### src/rtl/bnn_pkg.sv
// Shared constants and state encoding for the BNN parameter loader.
// Defaults describe the production neuron array.
package bnn_pkg;

  localparam int NEURONS    = 4;
  localparam int INPUTS     = 8;
  localparam int BIAS_BITS  = 3;
  localparam int TOTAL_BITS = NEURONS * (INPUTS + BIAS_BITS);

  typedef enum logic [1:0] {
    IDLE = 2'd0,
    LOAD = 2'd1,
    DONE = 2'd2
  } state_e;

endpackage

### src/rtl/param_loader_if.sv
// Byte stream in, serial chain out, plus loader status.
// master = controller/feeder side, slave = loader side.
interface param_loader_if;

  logic       start;
  logic       abort;
  logic [7:0] data_in;
  logic       data_valid;
  logic       data_ready;
  logic       setup;
  logic       param_out;
  logic       busy;
  logic       done;

  modport master (
    output start,
    output abort,
    output data_in,
    output data_valid,
    input  data_ready,
    input  setup,
    input  param_out,
    input  busy,
    input  done
  );

  modport slave (
    input  start,
    input  abort,
    input  data_in,
    input  data_valid,
    output data_ready,
    output setup,
    output param_out,
    output busy,
    output done
  );

endinterface

### src/rtl/byte_serializer.sv
// Byte buffer feeding the loader one chain bit per cycle, MSB first.
// The last byte is trimmed to the bits the chain still needs.
module byte_serializer #(
  parameter int RW = 6
) (
  input  logic          clk,
  input  logic          rst_n,
  input  logic          active,
  input  logic [RW-1:0] rem,
  input  logic [7:0]    data_in,
  input  logic          data_valid,
  output logic          data_ready,
  output logic          emit,
  output logic          bit_out
);

  logic [7:0] buf_q, buf_d;
  logic [2:0] idx_q, idx_d;
  logic [3:0] vcnt_q, vcnt_d;
  logic       full_q, full_d;
  logic       last;
  logic       accept;
  logic [3:0] in_flight;
  logic [3:0] vcnt_new;
  int         avail;

  // Bits still owed by the buffer decide readiness and next byte size
  always_comb begin
    last       = ({1'b0, idx_q} == (vcnt_q - 4'd1));
    in_flight  = full_q ? (vcnt_q - {1'b0, idx_q}) : 4'd0;
    avail      = int'(rem) - int'(in_flight);
    vcnt_new   = (avail >= 8) ? 4'd8 : 4'(avail);
    data_ready = active && (!full_q || last) && (avail > 0);
    accept     = data_valid && data_ready;
    emit       = active && full_q;
    bit_out    = buf_q[7];
  end

  // Shift out one bit per emit; a new byte may land on the last bit
  always_comb begin
    buf_d  = buf_q;
    idx_d  = idx_q;
    vcnt_d = vcnt_q;
    full_d = full_q;
    if (!active) begin
      idx_d  = 3'd0;
      vcnt_d = 4'd0;
      full_d = 1'b0;
    end else begin
      if (emit) begin
        buf_d = {buf_q[6:0], 1'b0};
        idx_d = idx_q + 3'd1;
        if (last) begin
          idx_d  = 3'd0;
          full_d = 1'b0;
        end
      end
      if (accept) begin
        buf_d  = data_in;
        idx_d  = 3'd0;
        vcnt_d = vcnt_new;
        full_d = 1'b1;
      end
    end
  end

  // Buffer state registers
  always_ff @(posedge clk or negedge rst_n) begin
    if (!rst_n) begin
      buf_q  <= 8'd0;
      idx_q  <= 3'd0;
      vcnt_q <= 4'd0;
      full_q <= 1'b0;
    end else begin
      buf_q  <= buf_d;
      idx_q  <= idx_d;
      vcnt_q <= vcnt_d;
      full_q <= full_d;
    end
  end

endmodule

### src/rtl/param_loader.sv
// Serial parameter chain feeder: FSM, remaining-bit counter and
// registered chain outputs around a byte_serializer.
module param_loader #(
  parameter int NEURONS   = bnn_pkg::NEURONS,
  parameter int INPUTS    = bnn_pkg::INPUTS,
  parameter int BIAS_BITS = bnn_pkg::BIAS_BITS
) (
  input logic           clk,
  input logic           rst_n,
  param_loader_if.slave bus
);

  import bnn_pkg::*;

  localparam int TOTAL_BITS = NEURONS * (INPUTS + BIAS_BITS);
  localparam int RW         = $clog2(TOTAL_BITS + 1);

  state_e        state_q, state_d;
  logic [RW-1:0] rem_q, rem_d;
  logic          setup_q, setup_d;
  logic          po_q, po_d;
  logic          busy_q, busy_d;
  logic          done_q, done_d;
  logic          active;
  logic          emit;
  logic          bit_out;

  assign active = (state_q == LOAD) && !bus.abort;

  byte_serializer #(
    .RW(RW)
  ) u_ser (
    .clk        (clk),
    .rst_n      (rst_n),
    .active     (active),
    .rem        (rem_q),
    .data_in    (bus.data_in),
    .data_valid (bus.data_valid),
    .data_ready (bus.data_ready),
    .emit       (emit),
    .bit_out    (bit_out)
  );

  // Next state; abort wins over start, param_out holds when idle
  always_comb begin
    state_d = state_q;
    rem_d   = rem_q;
    setup_d = 1'b0;
    po_d    = po_q;
    if (bus.abort) begin
      state_d = IDLE;
      rem_d   = '0;
    end else begin
      case (state_q)
        IDLE, DONE: begin
          if (bus.start) begin
            state_d = LOAD;
            rem_d   = RW'(TOTAL_BITS);
          end
        end
        LOAD: begin
          if (emit) begin
            setup_d = 1'b1;
            po_d    = bit_out;
            rem_d   = rem_q - RW'(1);
          end else if (rem_q == '0) begin
            state_d = DONE;
          end
        end
        default: state_d = IDLE;
      endcase
    end
    busy_d = (state_d == LOAD);
    done_d = (state_d == DONE);
  end

  // FSM and registered outputs
  always_ff @(posedge clk or negedge rst_n) begin
    if (!rst_n) begin
      state_q <= IDLE;
      rem_q   <= '0;
      setup_q <= 1'b0;
      po_q    <= 1'b0;
      busy_q  <= 1'b0;
      done_q  <= 1'b0;
    end else begin
      state_q <= state_d;
      rem_q   <= rem_d;
      setup_q <= setup_d;
      po_q    <= po_d;
      busy_q  <= busy_d;
      done_q  <= done_d;
    end
  end

  assign bus.setup     = setup_q;
  assign bus.param_out = po_q;
  assign bus.busy      = busy_q;
  assign bus.done      = done_q;

endmodule
### src/flat_wrapper.sv
// flat-port wrapper written by rule: the top's interface ports become plain ports
module param_loader_flat import bnn_pkg::*;
#(
  parameter int NEURONS   = bnn_pkg::NEURONS,
  parameter int INPUTS    = bnn_pkg::INPUTS,
  parameter int BIAS_BITS = bnn_pkg::BIAS_BITS
)
  (clk, rst_n, bus_start, bus_abort, bus_data_in, bus_data_valid, bus_data_ready, bus_setup, bus_param_out, bus_busy, bus_done);
  param_loader_if bus_i ();
  input logic clk;
  input logic rst_n;
  input wire logic [$bits(bus_i.start)-1:0] bus_start;
  input wire logic [$bits(bus_i.abort)-1:0] bus_abort;
  input wire logic [$bits(bus_i.data_in)-1:0] bus_data_in;
  input wire logic [$bits(bus_i.data_valid)-1:0] bus_data_valid;
  output wire logic [$bits(bus_i.data_ready)-1:0] bus_data_ready;
  output wire logic [$bits(bus_i.setup)-1:0] bus_setup;
  output wire logic [$bits(bus_i.param_out)-1:0] bus_param_out;
  output wire logic [$bits(bus_i.busy)-1:0] bus_busy;
  output wire logic [$bits(bus_i.done)-1:0] bus_done;
  assign bus_i.start = bus_start;
  assign bus_i.abort = bus_abort;
  assign bus_i.data_in = bus_data_in;
  assign bus_i.data_valid = bus_data_valid;
  assign bus_data_ready = bus_i.data_ready;
  assign bus_setup = bus_i.setup;
  assign bus_param_out = bus_i.param_out;
  assign bus_busy = bus_i.busy;
  assign bus_done = bus_i.done;
  param_loader #(.NEURONS(NEURONS), .INPUTS(INPUTS), .BIAS_BITS(BIAS_BITS)) u_core (.clk(clk), .rst_n(rst_n), .bus(bus_i));
endmodule
### config.mk
export PLATFORM = sky130hd
export DESIGN_NAME = param_loader_flat
export DESIGN_NICKNAME = d
export VERILOG_FILES = /design/src/rtl/bnn_pkg.sv /design/src/rtl/param_loader_if.sv /design/src/rtl/byte_serializer.sv /design/src/rtl/param_loader.sv /design/src/flat_wrapper.sv
export SDC_FILE = /design/constraint.sdc
export NUM_CORES = 1
export LEC_CHECK = 0
export CORE_MARGIN = 5
export CORE_UTILIZATION = 45
export DETAILED_ROUTE_END_ITERATION = 8
export PLACE_DENSITY = 0.73
export SYNTH_ARGS = -nofsm -noshare
export SYNTH_HDL_FRONTEND = slang
export SYNTH_HIERARCHICAL = 1
export SYNTH_SLANG_ARGS = --single-unit
### constraint.sdc
create_clock -name clk -period 4.45 [get_ports clk]
set_input_delay 0.89 -clock clk [delete_from_list [all_inputs] [get_ports clk]]
set_output_delay 0.89 -clock clk [all_outputs]
set_load 0.005 [all_outputs]
==> flow_summary.ini <==
[clock_tree]
clk_path_buf_depth = 2
cts_tree = yes
clk_pin_slew_ps = 90
ctsHoldBuffers = 0
htreeDepth = 1
cts_made_buffers = 3
clock_sinks = 28
cts_setup_buffers = 0
clockRootBuffer = clkbuf_8
clk_latency_ps = 270

[finish]
layout-drive-gt1-share_pct = 15.96
final-seq-area_um2 = 700.7
n_fill_cell = 369
final_util_pct = 54.65
n_antenna_cell = 0
multi_input_area_mm2 = 0.001146
nets = 240
syn2layout_area_growth_pct = 15.83

[grt]
met1_usage_pct = 18.92
grt_max_degree = 29
grt-busiest-layer = met2
grtUsageTotal_pct = 14.52
antenna_found_initial = 0
grt-ovfl-total = 0
grt_use_met3_pct = 2.902
grt_pass1_wl_um = 6492
grt_pass1_vias = 1496
grt_util_met2_pct = 24.07

[floorplanning]
dieWidth_um = 75.46
fp.dieH_um = 75.46
start_util_pct = 47.18
core-area_mm2 = 0.004086
die_area_mm2 = 0.005693
rows = 23
num_io_pins = 18

[power]
power_density_mw_per_mm2 = 303.4
leakagePower_nw = 0.9408
peakVddDrop_mv = 0.2448

[synth]
synth_common_cells = dfrtp_1, inv_1, mux2_2, a21oi_1
synthArstFlopShare_pct = 100.0
synthMostInstantiatedCell = dfrtp_1
synth.distinct_cells = 50
synthSimpleGateAreaFrac_pct = 20.83
yosysSeqAreaShare_pct = 36.34
synth_nets = 220
synth_seq_cells = 28
synth_top_family_by_area = simple AND/OR/NAND/NOR gates
synth.area.top_cells = dfrtp_1, mux2_2, ha_1
netlist_area_mm2 = 0.001928
synth_top_area_share_pct = 36.34
post_synth.cell_area_avg_um2 = 9.939
synth_compound_area_share_pct = 17.00
syn_inst = 194
synth-edff-count = 0
synth-xor-area-share_pct = 2.271
yosysWarnings = 6
yosysTopAreaCell = dfrtp_1
postSynth.topFlopCell = dfrtp_1
yosys.area_share.adder_pct = 9.215
muxShareOfSynthArea_pct = 9.994

[sta]
post-route-period-util_pct = 94.53
slew_headroom_pct = 23.66
finalHoldViolations = 0
worst_slack_ps = 243.6
skew_ps = 2.110
grt_setup_unrepaired = no
worst_pin_slew_ps = 1116
fin_tns_setup_ps = 0
setup_viol = 0
fmaxAchievable_mhz = 237.7
period_needed_ps = 4206
drv_slew = 0

[critical_path]
critPathCapture = bus_data_ready
r2r_cells = 11
required_ps = 3560
r2r_end = u_core/u_ser/buf_q[5]
cp-end-kind = output port
r2r_setup_slack_ps = 1260
cp-startpoint = u_core/u_ser/vcnt_q[0]
cp-start-kind = flop
critPathMaxFanout = 9
path_class = flop to output port
r2r-start = u_core/u_ser/vcnt_q[0]
worstPathArrival_ps = 3320

[drt]
drt_iter0_drc = 94
wire_per_inst_um = 14.44
routed_wl_um = 3797
vias_per_cell = 5.787
drc = 0
first_pass_iters = 4
vias = 1522
postRouteAntennaNets = 0

[min_path]
hold_path_class = flop to flop

[flow_run]
cap_violations = 0

[place]
numPortBuffers = 17
routabilityCongestion = 0.9140
post-place-ws_ps = 520.5
dpl.hpwl_um = 2844

[status]
status = finished clean
-- state kept, by name (all words and copies together) (netlist names) --
register and flops:
u_core/rem_q 6, u_core/bus.param_out 1, u_core/u_ser/vcnt_q 4, u_core/bus.done 1, u_core/bus.busy 1, u_core/bus.setup 1
u_core/u_ser/full_q 1, u_core/state_q 2, u_core/u_ser/idx_q 3, u_core/u_ser/buf_q 8
-- cell families after synthesis --
| family | after synthesis |
|---|---|
| AND/OR/NAND/NOR | 64 |
| AO/OA/AOI/OAI | 47 |
| flip-flops | 28 |
| buffers and inverters | 20 |
| multiplexers | 17 |
| adder cells (fa/ha/maj) | 13 |
| XOR/XNOR | 5 |
-- layer usage --
| layer | routed length, um | share of wire [%] |
|---|---|---|
| met3 | 209 | 5.5 |
| met2 | 1825 | 48 |
| met4 | 44 | 1.2 |
| met1 | 1718 | 45 |
| met5 | 0 | 0 |
-- critical path, stage by stage, from the launching register on --
cell,delay [ps]
dfrtp_1,410
inv_1,80
ha_1,140
inv_1,60
fa_1,370
xor2_1,160
nand2_1,70
ha_1,430
and3_1,220
nor3_1,70
nor3b_4,300
nand2_1,90
nor2_1,120
clkdlybuf4s50_1,520
-- through the flow --
| stage | power [mW] | area [um^2] | std cells | hold WS (ps) |
|---|---|---|---|---|
| finish | 0.6776 | 2233 | 263 | 524.5 |
| global route | 0.7168 | 2233 | 263 | 562.2 |
| CTS | 0.6830 | 2231 | 263 | 530.2 |
| detailed placement | 0.4876 | 2160 | 259 | 503.8 |
| global placement | 0.4844 | 2160 | 259 | 497.5 |
| floorplan | 0.4392 | 1928 | 194 | 473.6 |
-- cells in the final DEF (no fill, tap or decap), types with 4 or more instances in the layout --
cell type / synthesis / routed
and3_1: 4 / 4
xor2_1: 4 / 4
clkdlybuf4s50_1: 0 / 17
dfrtp_1: 28 / 28
o211ai_1: 4 / 4
inv_1: 14 / 14
nor2_1: 7 / 7
mux2_2: 14 / 14
ha_1: 11 / 10
nand2b_1: 6 / 6
nor3_1: 6 / 6
nand2_1: 11 / 11
buf_4: 0 / 4
nand3_1: 5 / 5
a21oi_1: 12 / 12
o21ai_0: 7 / 7
-- report_power, final --
group	internal (mW)	switching (mW)
logic	0.0960	0.0661
clock network	0.120	0.0751
registers	0.296	0.0243
total	0.512	0.165
-- final cells by class --
cell class	count	area share, %
clock buffers	3	1.849
clock inverters	1	1.345
inverters	14	2.353
multi-input cells	146	51.32
flip-flops and latches	28	31.37
well taps	50	2.801
repair buffers	21	8.964
-- how the worst min path moves through the flow --
stage	slack [ps]	cells after the start	end	startpoint
floorplan	470	1	u_core/bus.param_out	u_core/u_ser/buf_q[7]
finish	520	1	u_core/bus.param_out	u_core/bus.param_out
detailed placement	500	1	u_core/bus.param_out	u_core/bus.param_out
global placement	500	1	u_core/bus.param_out	u_core/u_ser/buf_q[7]
CTS	530	1	u_core/bus.param_out	u_core/bus.param_out
global route	560	1	u_core/bus.param_out	u_core/u_ser/buf_q[7]
-- what timing repair did --
item / 4_1_cts / 5_1_grt
setup endpoints to repair: 0 / 1
endpoints found under the hold margin: 0 / 0
resized for setup: 0 / 1
No activity file was read; power rests on OpenSTA's default activity.
